<file path="config.mk">
export PLATFORM = sky130hd
export DESIGN_NAME = cic_ctrl
export DESIGN_NICKNAME = d
export VERILOG_FILES = /design/src/rtl/cic_pkg.sv /design/src/rtl/sample_fifo.sv /design/src/rtl/cic_ctrl.sv
export SDC_FILE = /design/constraint.sdc
export NUM_CORES = 1
export LEC_CHECK = 0
export ABC_AREA = 1
export BUFFER_PORTS_ARGS = -buffer_cell sky130_fd_sc_hd__buf_2
export CAP_MARGIN = 40
export CORE_MARGIN = 8
export CORE_UTILIZATION = 45
export DETAILED_ROUTE_END_ITERATION = 16
export HOLD_SLACK_MARGIN = 0.15
export PLACE_DENSITY = 0.65
export SKIP_LAST_GASP = 1
export SLEW_MARGIN = 20
export SYNTH_ARGS = -nofsm -noshare
export SYNTH_HDL_FRONTEND = slang
export SYNTH_HIERARCHICAL = 1
export SYNTH_SLANG_ARGS = --single-unit
</file>
<file path="constraint.sdc">
create_clock -name clk -period 2.38 [get_ports clk]
set_input_delay 0.476 -clock clk [delete_from_list [all_inputs] [get_ports clk]]
set_output_delay 0.476 -clock clk [all_outputs]
set_load 0.01 [all_outputs]
</file>
<file path="src/rtl/cic_pkg.sv">
`default_nettype none
// ============================================================================
// Module      : cic_pkg
// Description : Shared constants for the CIC decimator run-control slice.
//               Holds the run-state encoding, the datapath widths and the
//               default smallest oversampling ratio.
// Revision    : 1.0 - initial release
// ============================================================================
package cic_pkg;

  // Run-state encoding, also exported on state_out
  localparam logic [1:0] c_ST_IDLE   = 2'd0;
  localparam logic [1:0] c_ST_FLUSH  = 2'd1;
  localparam logic [1:0] c_ST_SETTLE = 2'd2;
  localparam logic [1:0] c_ST_RUN    = 2'd3;

  localparam int CIC_OUT_W   = 16;
  localparam int OSR_W       = 10;
  localparam int DEF_MIN_OSR = 4;

endpackage : cic_pkg
`default_nettype wire

</file>
<file path="src/rtl/sample_fifo.sv">
`default_nettype none
// ============================================================================
// Module      : sample_fifo
// Description : First-word-fall-through FIFO with synchronous clear.
//               A write is accepted when not full, or when full and a pop
//               happens in the same cycle. The head word is always on o_data.
// Ports       : clk, rst_n        - clock, async active-low reset
//               i_clr             - synchronous clear (empties the FIFO)
//               i_push, i_data    - write request and word
//               i_pop             - read request (ignored when empty)
//               o_data            - head word
//               o_empty, o_full   - status flags
//               o_level           - occupancy
// Revision    : 1.0 - initial release
// ============================================================================
module sample_fifo #(
  parameter int WIDTH = 16,
  parameter int DEPTH = 4
) (
  input  logic                       clk,
  input  logic                       rst_n,
  input  logic                       i_clr,
  input  logic                       i_push,
  input  logic [WIDTH-1:0]           i_data,
  input  logic                       i_pop,
  output logic [WIDTH-1:0]           o_data,
  output logic                       o_empty,
  output logic                       o_full,
  output logic [$clog2(DEPTH):0]     o_level
);

  localparam int AW = $clog2(DEPTH);

  logic [WIDTH-1:0] r_mem [DEPTH];
  logic [AW-1:0]    r_wr_ptr;
  logic [AW-1:0]    r_rd_ptr;
  logic [AW:0]      r_count;

  logic w_pop_ok;
  logic w_push_ok;

  assign o_empty   = (r_count == '0);
  assign o_full    = (r_count == (AW+1)'(DEPTH));
  assign o_level   = r_count;
  assign o_data    = r_mem[r_rd_ptr];

  assign w_pop_ok  = i_pop & ~o_empty;
  // A full FIFO still takes a word when the head leaves in the same cycle
  assign w_push_ok = i_push & (~o_full | w_pop_ok);

  // Pointers wrap naturally because DEPTH is a power of two
  always_ff @(posedge clk or negedge rst_n) begin
    if (!rst_n) begin
      r_wr_ptr <= '0;
      r_rd_ptr <= '0;
      r_count  <= '0;
      for (int i = 0; i < DEPTH; i++) begin
        r_mem[i] <= '0;
      end
    end else if (i_clr) begin
      r_wr_ptr <= '0;
      r_rd_ptr <= '0;
      r_count  <= '0;
    end else begin
      if (w_push_ok) begin
        r_mem[r_wr_ptr] <= i_data;
        r_wr_ptr        <= r_wr_ptr + 1'b1;
      end
      if (w_pop_ok) begin
        r_rd_ptr <= r_rd_ptr + 1'b1;
      end
      case ({w_push_ok, w_pop_ok})
        2'b10:   r_count <= r_count + 1'b1;
        2'b01:   r_count <= r_count - 1'b1;
        default: r_count <= r_count;
      endcase
    end
  end

endmodule : sample_fifo
`default_nettype wire

</file>
<file path="src/rtl/cic_ctrl.sv">
`default_nettype none
// ============================================================================
// Module      : cic_ctrl
// Description : Run-control sequencer for a 3rd-order sinc/CIC decimator.
//               Latches and clamps the OSR, holds the filter in reset for a
//               flush period, discards the settling outputs and buffers the
//               valid samples in a FWFT FIFO behind a valid/ready port.
// Ports       : clk, rst_n                     - clock, async active-low reset
//               start, stop, osr_in            - run commands, requested OSR
//               busy, state_out                - run status
//               cic_rst, cic_enable,
//               cic_oversample                 - decimator controls
//               cic_valid, cic_data            - decimator output
//               m_valid, m_ready, m_data       - sample stream
//               fifo_level, overflow,
//               sample_count                   - buffer status
// Revision    : 1.0 - initial release
// ============================================================================
module cic_ctrl
  import cic_pkg::*;
#(
  parameter int FLUSH_CYCLES   = 4,
  parameter int SETTLE_SAMPLES = 3,
  parameter int FIFO_DEPTH     = 4,
  parameter int MIN_OSR        = DEF_MIN_OSR
) (
  input  logic                          clk,
  input  logic                          rst_n,
  input  logic                          start,
  input  logic                          stop,
  input  logic [OSR_W-1:0]              osr_in,
  output logic                          busy,
  output logic [1:0]                    state_out,
  output logic                          cic_rst,
  output logic                          cic_enable,
  output logic [OSR_W-1:0]              cic_oversample,
  input  logic                          cic_valid,
  input  logic [CIC_OUT_W-1:0]          cic_data,
  output logic                          m_valid,
  input  logic                          m_ready,
  output logic [CIC_OUT_W-1:0]          m_data,
  output logic [$clog2(FIFO_DEPTH):0]   fifo_level,
  output logic                          overflow,
  output logic [15:0]                   sample_count
);

  localparam int FL_W  = $clog2(FLUSH_CYCLES + 1);
  localparam int SET_W = $clog2(SETTLE_SAMPLES + 2);

  // With no settling samples to discard the filter output is trusted at once
  localparam logic [1:0] c_AFTER_FLUSH = (SETTLE_SAMPLES == 0) ? c_ST_RUN : c_ST_SETTLE;

  logic [1:0]           r_state;
  logic [FL_W-1:0]      r_flush_cnt;
  logic [SET_W-1:0]     r_settle_cnt;
  logic                 r_cic_rst;
  logic                 r_cic_en;
  logic [OSR_W-1:0]     r_osr;
  logic                 r_overflow;
  logic [15:0]          r_sample_cnt;

  logic                 w_start_ok;
  logic                 w_stop_ok;
  logic                 w_push;
  logic                 w_pop;
  logic                 w_full;
  logic                 w_empty;
  logic                 w_push_ok;
  logic                 w_drop;
  logic [OSR_W-1:0]     w_osr_clamped;

  // stop wins over start; start only counts in IDLE
  assign w_start_ok    = start & ~stop & (r_state == c_ST_IDLE);
  assign w_stop_ok     = stop & (r_state != c_ST_IDLE);
  // A sample arriving with stop in RUN is still kept
  assign w_push        = cic_valid & (r_state == c_ST_RUN);
  assign w_pop         = ~w_empty & m_ready;
  assign w_push_ok     = w_push & (~w_full | w_pop);
  assign w_drop        = w_push & w_full & ~w_pop;
  assign w_osr_clamped = (osr_in < OSR_W'(MIN_OSR)) ? OSR_W'(MIN_OSR) : osr_in;

  always_ff @(posedge clk or negedge rst_n) begin
    if (!rst_n) begin
      r_state      <= c_ST_IDLE;
      r_flush_cnt  <= '0;
      r_settle_cnt <= '0;
      r_cic_rst    <= 1'b1;
      r_cic_en     <= 1'b0;
      r_osr        <= OSR_W'(MIN_OSR);
    end else if (w_stop_ok) begin
      r_state   <= c_ST_IDLE;
      r_cic_rst <= 1'b1;
      r_cic_en  <= 1'b0;
    end else begin
      case (r_state)
        c_ST_IDLE: begin
          r_cic_rst <= 1'b1;
          r_cic_en  <= 1'b0;
          if (w_start_ok) begin
            r_state     <= c_ST_FLUSH;
            r_osr       <= w_osr_clamped;
            r_flush_cnt <= FL_W'(FLUSH_CYCLES - 1);
          end
        end
        c_ST_FLUSH: begin
          if (r_flush_cnt == '0) begin
            r_state      <= c_AFTER_FLUSH;
            r_settle_cnt <= '0;
            r_cic_rst    <= 1'b0;
            r_cic_en     <= 1'b1;
          end else begin
            r_flush_cnt <= r_flush_cnt - 1'b1;
          end
        end
        c_ST_SETTLE: begin
          if (cic_valid) begin
            if (r_settle_cnt == SET_W'(SETTLE_SAMPLES - 1)) begin
              r_state <= c_ST_RUN;
            end else begin
              r_settle_cnt <= r_settle_cnt + 1'b1;
            end
          end
        end
        default: begin
          r_cic_rst <= 1'b0;
          r_cic_en  <= 1'b1;
        end
      endcase
    end
  end

  // Buffer status survives a stop and is cleared only by a new start
  always_ff @(posedge clk or negedge rst_n) begin
    if (!rst_n) begin
      r_overflow   <= 1'b0;
      r_sample_cnt <= '0;
    end else if (w_start_ok) begin
      r_overflow   <= 1'b0;
      r_sample_cnt <= '0;
    end else begin
      if (w_drop) begin
        r_overflow <= 1'b1;
      end
      if (w_push_ok && (r_sample_cnt != 16'hFFFF)) begin
        r_sample_cnt <= r_sample_cnt + 16'd1;
      end
    end
  end

  sample_fifo #(
    .WIDTH (CIC_OUT_W),
    .DEPTH (FIFO_DEPTH)
  ) u_fifo (
    .clk     (clk),
    .rst_n   (rst_n),
    .i_clr   (w_start_ok),
    .i_push  (w_push),
    .i_data  (cic_data),
    .i_pop   (m_ready),
    .o_data  (m_data),
    .o_empty (w_empty),
    .o_full  (w_full),
    .o_level (fifo_level)
  );

  assign m_valid        = ~w_empty;
  assign busy           = (r_state != c_ST_IDLE);
  assign state_out      = r_state;
  assign cic_rst        = r_cic_rst;
  assign cic_enable     = r_cic_en;
  assign cic_oversample = r_osr;
  assign overflow       = r_overflow;
  assign sample_count   = r_sample_cnt;

endmodule : cic_ctrl
`default_nettype wire

</file>
### Word-level counts from Yosys, hierarchy flattened

Cells that the tools add are included.

| word-level totals | value |
|---|---|
| logic and storage cells | 117 |
| bits in registers | 108 |
| output and inout bits | 52 |
| input bits | 32 |

| operators by class | value |
|---|---|
| magnitude comparators | 4 |
| multiplexer cells | 36 |
| eq/ne operators | 18 |
| $add $sub $neg | 7 |
| bitwise gates (word level) | 17 |
| reductions and logical operators | 20 |

Operators by type and width:

| cell | count |
|---|---|
| 16-bit 2-to-1 mux | 5 |
| 64-bit bitwise mux | 1 |
| 16-bit binary-select mux with 2-bit select | 1 |
| 16-bit demux with 2-bit select | 1 |
| 2-bit 2-to-1 mux | 9 |
| 3-bit 2-to-1 mux | 6 |
| 3-bit one-hot mux with 2 select lines | 3 |
| 16-bit by 1-bit adder with 16-bit output (second input constant) | 1 |
| 16-bit inequality test (second input constant) | 1 |
| 2-bit nonzero test | 7 |
| 10-bit by 3-bit < comparator with 1-bit output (second input constant) | 1 |
| 10-bit 2-to-1 mux | 1 |
| 2-bit inequality test (second input constant) | 5 |
| 5-bit AND reduction | 2 |
| 3-bit inequality test (second input constant) | 3 |
| 1-bit AND | 8 |
| 3-bit by 1-bit adder with 3-bit output (second input constant) | 2 |
| 2-bit == test (second input constant) | 3 |
| 3-bit greater-or-equal comparator (second input constant) | 2 |
| 3-bit zero test | 2 |
| 1-bit 2-to-1 mux | 6 |
| 1-bit inverter | 6 |
| 2-bit inverter with 3-bit output | 2 |
| 1-bit one-hot mux with 3 select lines | 2 |
| 17 further kinds | 22 |

### Longest topological paths before layout

Gate-level depths: netlist of run 1.

| depth | value |
|---|---|
| depth after elaboration | 8 |
| mapped depth | 13 |
| mapped depth without buffers | 13 |

### Cells and area by module

Netlist of run 1, hierarchy kept.

Modules (own cells, without submodules):

| module | sequential area each (µm²) | area each (µm²) | cells each | times used |
|---|---|---|---|---|
| sample_fifo | 1776.7 | 3475.8 | 426 | 1 |
| cic_ctrl | 928.4 | 2128.3 | 278 | 1 |

### Worst setup path before layout of run 1

No wires, ideal clock.

| timing | value |
|---|---|
| kind | reg-to-reg |
| start point | register r_state[0], in the netlist state_out[0] |
| end point | register u_fifo/r_mem[59] (netlist bit) |
| setup time | 0.121 ns |
| required time | 2.259 ns |
| cell stages (with the launch flop) | 12 |
| arrival time | 1.911 ns |
| path slack | 0.348 ns |
| path buffers | 3 |
| clock period less this slack | 2.032 ns |
| cells stage by stage | dfrtp_1 inv_1 ha_1 nand3_1 inv_2 buf_2 inv_2 nand3_4 buf_6 buf_6 o21ai_1 nand2_1 |

| on the way | value |
|---|---|
| longest elaborated chain between the ends | 4 |
| elaborated cells between the ends (all ways) | 7 |
| classes of those cells | eq/ne (1); bitwise (4); reduce/logical (2) |

RTL lines:

| element | line | RTL |
|---|---|---|
| start, declared | cic_ctrl.sv:53 | `logic [1:0] r_state;` |
| start signal, assigned | cic_ctrl.sv:84 | `r_state <= c_ST_IDLE;` |
| start signal, assigned | cic_ctrl.sv:91 | `r_state <= c_ST_IDLE;` |
| start signal, assigned | cic_ctrl.sv:100 | `r_state <= c_ST_FLUSH;` |
| 2-bit zero test | cic_ctrl.sv:73 | `assign w_start_ok = start & ~stop & (r_state == c_ST_IDLE);` |
| 1-bit AND | cic_ctrl.sv:73 |  |
| named net w_start_ok | cic_ctrl.sv:62 | `logic w_start_ok;` |
| 1-bit inverter (no source line) | n/a |  |
| 2-bit AND reduction (no source line) | n/a |  |
| end signal, assigned by index | sample_fifo.sv:66 | `r_mem[r_wr_ptr] <= i_data;` |
| end, declared | sample_fifo.sv:34 | `logic [WIDTH-1:0] r_mem [DEPTH];` |

The timed path passes the listed nets, and every way through them passes these cells.
A chain may end at the register's enable or synchronous reset.

### Worst setup path in the final report of run 1

| timing | value |
|---|---|
| start point | register r_state[0], in the netlist state_out[0] |
| end point | register u_fifo/r_mem[54] (netlist bit) |

| on the way | value |
|---|---|
| longest elaborated chain between the ends | 4 |
| elaborated cells between the ends (all ways) | 7 |
| classes of those cells | eq/ne (1); bitwise (4); reduce/logical (2) |

RTL lines:

| element | line |
|---|---|
| 2-bit == test / 2-bit zero test (equally long branches) | cic_ctrl.sv:76, cic_ctrl.sv:73 |
| 1-bit AND (on tied branches) | cic_ctrl.sv:76, cic_ctrl.sv:73 |
| 1-bit AND / 1-bit inverter (equally long branches) | n/a |
| 2-bit AND reduction (no source line) (*) | n/a |

Every way passes the cells marked *; elsewhere a longest branch is shown, timed or not.

==> results of run 1 <==
-- worst reg2reg max path: cells and delay by family, from the launching register on --
family	cells	cell delay, ns
simple gates	5	1.09
flops	1	0.44
buf+inv	3	0.30
fa+ha+maj	1	0.24
-- per-stage QoR --
step           total power [mW]  utilization  hold slack, ns
6_report                   7.48        0.539           0.341
5_1_grt                    8.07        0.539           0.360
4_1_cts                    7.53        0.536           0.337
3_5_place_dp               6.00        0.511           0.463
3_3_place_gp               5.91        0.511           0.458
2_1_floorplan              4.88            -           0.180
-- cells by family (layout without fill, tap and decap cells) --
logic type,count (synthesis),count (layout),synth area share
simple gates,339,339,0.258
xor+xnor,6,6,0.00938
fa+ha+maj,15,15,0.0348
buf+inv,81,167,0.0661
flops,108,108,0.483
compound gates,155,155,0.149
-- worst max path at each step --
stage,slack [ns],to,depth (start not counted)
final,0.25,u_fifo/r_mem[54],9
after global placement,0.37,u_fifo/r_mem[54],9
after CTS,0.15,m_data[14],4
after global routing,0.04,u_fifo/r_mem[9],9
after floorplan,0.35,u_fifo/r_mem[59],11
after detailed placement,0.26,u_fifo/r_mem[28],9
-- layout make-up --
type | instances | area, um^2 | area share
clock buffers | 11 | 233 | 0.0358
inverters | 51 | 195 | 0.0300
repair buffers | 100 | 573 | 0.0881
well taps | 168 | 210 | 0.0323
multi-input cells | 515 | 2530 | 0.389
flip-flops and latches | 108 | 2710 | 0.416
clock inverters | 5 | 60.1 | 0.00923
-- metal layers --
metal | global-route usage | routed length, um | vias up
met5 | 0 | 0 | -
met4 | 0.0720 | 231 | 0
met3 | 0.0341 | 845 | 19
met2 | 0.295 | 6460 | 131
met1 | 0.230 | 6680 | 2377
li1 | - | - | 2463
-- what timing repair did --
item,CTS,global route
hold endpoints to repair,37,0
resized for setup,0,1
hold buffers,1,0
endpoints found under the setup margin,0,2
buffers inserted,0,3
-- sequential cells by signal, indices dropped and copies added (netlist names), 2 cells and up --
signal           count
cic_oversample      10
r_flush_cnt          3
r_settle_cnt         3
sample_count        16
state_out            2
u_fifo/o_level       3
u_fifo/r_mem        64
u_fifo/r_rd_ptr      2
u_fifo/r_wr_ptr      2
-- synth_stat cells, types with 5 or more instances --
library cell | instances | share of area
a21oi_1 | 10 | 0.0089
buf_4 | 5 | 0.0067
buf_6 | 6 | 0.012
clkbuf_1 | 16 | 0.011
dfrtp_1 | 106 | 0.47
ha_1 | 14 | 0.031
inv_1 | 42 | 0.028
inv_2 | 9 | 0.0060
nand2_1 | 226 | 0.15
nand3_1 | 28 | 0.025
nand4_1 | 11 | 0.012
nor2_1 | 57 | 0.038
nor2_4 | 7 | 0.014
o21ai_0 | 69 | 0.062
o21ai_1 | 46 | 0.041
o22ai_1 | 16 | 0.018
-- where the power goes --
part           leakage (nW)  switching [mW]  internal (mW)
Clock                 0.140           0.671          0.821
Combinational          1.86            2.05           1.10
Sequential             1.43           0.383           2.45
Total                  3.43            3.10           4.38
==> metrics.md, run 1 <==
| Metric | Value |
|---|---|
| Launch point of the worst reg-to-reg path | `state_out[0]` |
| 1st-iter DRT viols | `338` |
| CP Data Required Time | `2.66 ns` |
| Final Skew | `0.0122 ns` |
| Status | `complete, no violations` |
| Worst relative slew slack | `0.548` |
| Routed length per placed instance | `14.8 um` |
| Worst-margin pin slew | `0.677 ns` |
| Worst r2r path cells | `9` |
| GRT Util Overall | `0.180` |
| Full die area | `16,300 um^2` |
| Initial core utilization | `0.465` |
| Post-Syn Instances | `704` |
| Share of layout cells above drive strength 1 | `0.180` |
| Yosys warnings | `6` |
| DP Cell Count | `938` |
| Yosys reg bits | `108` |
| Most common cell after layout, fill and taps aside | `nand2_1` |
| Finished Cell Area | `6500 um^2` |
| Row count | `40` |
| Global-route wire length before repair | `23.9 mm` |
| PortBufs | `83` |
| CP delay by family, top | `simple AND/OR/NAND/NOR gates` |
| CP Max Fanout | `22` |
| Slowest cell on crit path | `nor2_4` |
| Worst Setup Path Type | `reg2reg` |
| Number of synthesized flops with an enable pin | `0` |
| Routed Antenna Nets | `0` |
| Sink Count | `108` |
| Top Ports | `84` |
| Final slew viol count | `0` |
| Root buffer cell | `clkbuf_16` |
| HP Class | `in2reg` |
| Synth Net Count | `751` |
| Number of global-route vias before repair | `4,887` |
| FILL cells | `1,150` |
| Area growth syn-to-layout | `16.1%` |
| Die height | `128 um` |
| Initial antenna violation count | `0` |
| Grt total ovfl | `0` |
| Leak | `3.43 nW` |
| Fmax | `470 MHz` |
| Area post-placement | `6160 um^2` |
| Post-DP HPWL | `9.62 mm` |
| Critical path arrival | `2.41 ns` |
| Cell Pwr Density | `1150 nW/um^2` |
| Worst Setup Start Kind | `register` |
| Pre-antenna DRT Iters | `6` |
| Unrepaired setup endpoints after global routing | `no` |
| Final worst setup slack | `0.254 ns` |
| Post-layout net count | `832` |
| Avg Synthesized Cell Area | `7.96 um^2` |
| Worst stage delay on the critical path | `0.48 ns` |
| Crit Reg-Reg Endpoint | `u_fifo/r_mem[54]` |
| DRC | `0` |
| Pre-CTS WS | `0.264 ns` |
| Post-synth ARST share | `1.00` |
| Share of the yosys chip area belonging to registers | `0.483` |
| Worst setup EP type | `register` |
| Final setup violation count | `0` |
| Number of buffer and inverter stages on the critical path | `3` |
| Chip width | `128 um` |
| Gp weighted congestion | `0.834` |
| Post-Route Setup TNS | `0 ns` |
| Core region area | `12,100 um^2` |
| R2r setup slk | `0.25 ns` |
| CTS tree | `done` |
| Vias/cell | `5.21` |
| CP cell instances | `inv_1 > ha_1 > nand3_1 > inv_2 > inv_2 > nand3_4 > nor2_4 > nand2_1 > nand2_1` |
| CTS max path bufs | `2` |
| Most frequent cells in the layout | `nand2_1, dfrtp_1, buf_2` |
| Final Non-Filler Cells | `958` |
| Hold Path Stages | `3` |
| Hold path endpoint | `cic_oversample[3]` |
| Largest net degree at the start of global routing | `54` |
| Final worst path period need | `2.13 ns` |
| Period Utilization, post-route | `0.893` |
| Hold Crit Start | `osr_in[3]` |
| Clock-pin slew on the worst setup and hold paths | `0.07 ns` |
| Worst vdd ir | `0.000515 V` |
| Hold Violations, Final | `0` |
| Diodes inserted | `0` |
| Clk_lat worst skew | `0.35 ns` |
| MaxCap Viol Count | `0` |
| H-tree Lvls | `3` |
| Area of the mapped netlist | `5600 um^2` |
| Ys flop type | `dfrtp_1` |
| Via Count | `4,990` |
| Synth cell types | `36` |
| Crit path from | `state_out[0]` |
| WL final | `14.2 mm` |
| Total CTS buffers | `9` |
(Power assumes the default switching activity.)
==> inputs of run 2 (changes only) <==
- CORE_MARGIN: 8 -> 2
- PLACE_DENSITY: 0.65 -> 0.66
- SLEW_MARGIN: 20 -> 40
- SYNTH_HIERARCHICAL: 1 -> default
==> run 2 against run 1 <==
  * Wire length is 15% lower
  * Critical endpoint is now u_fifo.o_level[2]
  * Via count fell by 8.8%
  * Hold slack gained 0.016 ns
  * Clock skew shrank 0.0073 ns
  * Sequential cell count stayed put
  * Fmax shrank 4.3%
  * Design area down 2.2%
  * Sequential power hardly changed
  * Die area fell by 21%
  * Sequential share of layout area grew 0.92 points
  * Global-route usage rose by 2.1 points
  * Utilization grew 1.3 points
==> metrics.md, run 2 <==
| Metric | Value |
|---|---|
| Routed length per placed instance | `13.7 um` |
| Post-CTS setup buffer count | `0` |
| Yosys reg bits | `108` |
| Area growth syn-to-layout | `18.4%` |
| Critical path arrival | `2.45 ns` |
| Final Skew | `0.00488 ns` |
| Routing usage on met1 | `0.261` |
| Largest net degree at the start of global routing | `45` |
| H-tree Lvls | `3` |
| Vias/cell | `5.14` |
| Final slew viol count | `0` |
| List of most frequent post-synthesis cells | `nand2_1, dfrtp_1, o21ai_0, nor2_1, inv_1` |
| Sw Share | `0.378` |
| Root buffer cell | `clkbuf_16` |
| Worst Setup Start Kind | `register` |
| Top Ports | `84` |
| Met2 GRT Util | `0.341` |
| Sink Count | `108` |
| Via Count | `4,552` |
| CP cell instances | `ha_1 > nand2_1 > inv_1 > nand2_1 > ha_1 > fa_1 > a21oi_1 > o21ai_0 > o21ai_0 > a21oi_1` |
| FILL cells | `1,101` |
| Total CTS buffers | `9` |
| Area of the mapped netlist | `5370 um^2` |
| Row count | `39` |
| Synth Area in Simple Gates | `0.219` |
| GR peak layer | `met2` |
| Initial core utilization | `0.467` |
| Number of flip-flops in the largest register | `64` |
| Clock-pin slew on the worst setup and hold paths | `0.07 ns` |
| Most frequent cell after synthesis | `nand2_1` |
| Period Utilization, post-route | `0.934` |
| Number of synthesized flops with an enable pin | `0` |
| HP Class | `in2reg` |
| Hold Path Stages | `2` |
| Die height | `113 um` |
| Worst stage delay on the critical path | `0.45 ns` |
| Worst-margin pin slew | `0.586 ns` |
| GRT Util Overall | `0.201` |
| Most frequent cells in the layout | `nand2_1, dfrtp_1, o21ai_0` |
| Most area-hungry cell type in the Yosys netlist | `dfrtp_1` |
| Xor/xnor share of the synthesized area | `0.00815` |
| Post-synth ARST share | `1.00` |
| WP depth | `10` |
| Cell Pwr Density | `1180 nW/um^2` |
| Avg Synthesized Cell Area | `8.22 um^2` |
| Number of global-route vias before repair | `4,277` |
| Share of the yosys chip area belonging to registers | `0.503` |
| DRC | `0` |
| Reg area | `2710 um^2` |
| Net switching power | `2.83 mW` |
| WL final | `12.1 mm` |
| Clock network fraction of total power | `0.228` |
| DP Cell Count | `868` |
| Unrepaired setup endpoints after global routing | `no` |
| Full die area | `12,800 um^2` |
| CP Data Required Time | `2.61 ns` |
| GR Util met3 | `0.0503` |
| Slowest cell on crit path | `dfrtp_1` |
| Post-synth top area share | `0.494` |
| Post-layout net count | `785` |
| Worst setup EP type | `register` |
| Worst vdd ir | `0.000573 V` |
| Share of layout cells above drive strength 1 | `0.201` |
| Compound-Gate Fraction of Synth Area | `0.159` |
| Hold Violations, Final | `0` |
| Worst Setup Path Type | `reg2reg` |
| Final Non-Filler Cells | `885` |
| Logic pwr share | `0.394` |
| Post-synthesis adder-cell area fraction | `0.0386` |
| PortBufs | `83` |
| Chip width | `113 um` |
| Synth Net Count | `702` |
| Mux share of post-synthesis cell area | `0.00396` |
| Pre-antenna DRT Iters | `5` |
| Fmax | `450 MHz` |
| CTS tree | `done` |
| Area occupied by multi-input gates | `2300 um^2` |
| Final worst path period need | `2.22 ns` |
| Worst r2r path cells | `10` |
| CTS max path bufs | `2` |
| Status | `complete, no violations` |
| Diodes inserted | `0` |
| Top reg by flops | `u_fifo.r_mem` |
| Worst relative slew slack | `0.609` |
| Leak | `3.23 nW` |
| CP Max Fanout | `7` |
| Core region area | `11,500 um^2` |
| Final worst setup slack | `0.157 ns` |
| MaxCap Viol Count | `0` |
| 1st-iter DRT viols | `311` |
| Number of buffer and inverter stages on the critical path | `1` |
| Register share of total power | `0.378` |
| CP delay by family, top | `adder cells` |
| Global-route wire length before repair | `20.6 mm` |
| Post-DP HPWL | `8.48 mm` |
| Ys flop type | `dfrtp_1` |
| Post-Syn Instances | `654` |
| Yosys warnings | `0` |
| Synth cell types | `33` |
| Routed Antenna Nets | `0` |
| Synth top area cells | `dfrtp_1, nand2_1, o21ai_0` |
| Post-Route Setup TNS | `0 ns` |
| Clk_lat worst skew | `0.34 ns` |
| Int Pwr | `4.66 mW` |
| Final setup violation count | `0` |
| Most common cell after layout, fill and taps aside | `nand2_1` |
| Largest family of logic cells by synthesized area | `simple AND/OR/NAND/NOR gates` |
| Pre-CTS WS | `0.195 ns` |
| Gp weighted congestion | `0.887` |
| Initial antenna violation count | `0` |
| Grt total ovfl | `0` |
-- run 2: kinds of logic (layout without fill, tap and decap cells) --
group / count (synthesis) / after routing
AO/OA/AOI/OAI: 159 / 159
XOR/XNOR: 5 / 5
adder cells (fa/ha/maj): 16 / 16
buffers and inverters: 88 / 176
flip-flops: 108 / 108
multiplexers: 2 / 2
AND/OR/NAND/NOR: 276 / 276
-- run 2: repair_timing --
item	in CTS	in global routing
hold endpoints to repair	7	0
resized for setup	0	0
hold buffers	1	0
-- run 2: worst paths after layout --
check | startpoint | endpoint | slack, ns
min in group asynchronous | rst_n | u_fifo.r_mem[4] | 0.66
max reg2reg | state_out[1] | u_fifo.o_level[2] | 0.16
min reg2reg | u_fifo.r_mem[38] | u_fifo.r_mem[38] | 0.48
max in group asynchronous | rst_n | u_fifo.r_mem[19] | 0.95
min | osr_in[3] | cic_oversample[3] | 0.36
max | state_out[1] | u_fifo.o_level[2] | 0.16
-- run 2: layer usage --
metal,share of wire,vias up
met4,0.0084,0
li1,-,2295
met2,0.48,119
met1,0.46,2131
met5,0,-
met3,0.051,7
-- run 2: cell type report --
| cell class | instances | area share |
|---|---|---|
| flip-flops and latches | 108 | 0.425 |
| multi-input cells | 458 | 0.362 |
| repair buffers | 97 | 0.0924 |
| clock buffers | 12 | 0.0403 |
| inverters | 63 | 0.0372 |
| well taps | 143 | 0.0281 |
| clock inverters | 4 | 0.0149 |
-- run 2: metrics by stage --
stage	instance area [um^2]	util	power (mW)	hold WS (ns)
2_1_floorplan	5370	-	4.76	0.180
3_3_place_gp	6000	0.521	5.73	0.462
3_5_place_dp	6000	0.521	5.83	0.468
4_1_cts	6360	0.553	7.59	0.343
5_1_grt	6360	0.553	8.12	0.349
6_report	6360	0.553	7.50	0.357
-- run 2: power groups by stage --
stage               sequential [mW]  combinational [mW]  clock [mW]
CTS                            2.83                3.00        1.77
detailed placement             2.85                2.98           0
floorplan                      2.87                1.89           0
global placement               2.83                2.90           0
finish                         2.83                2.95        1.71
global route                   2.91                3.37        1.84
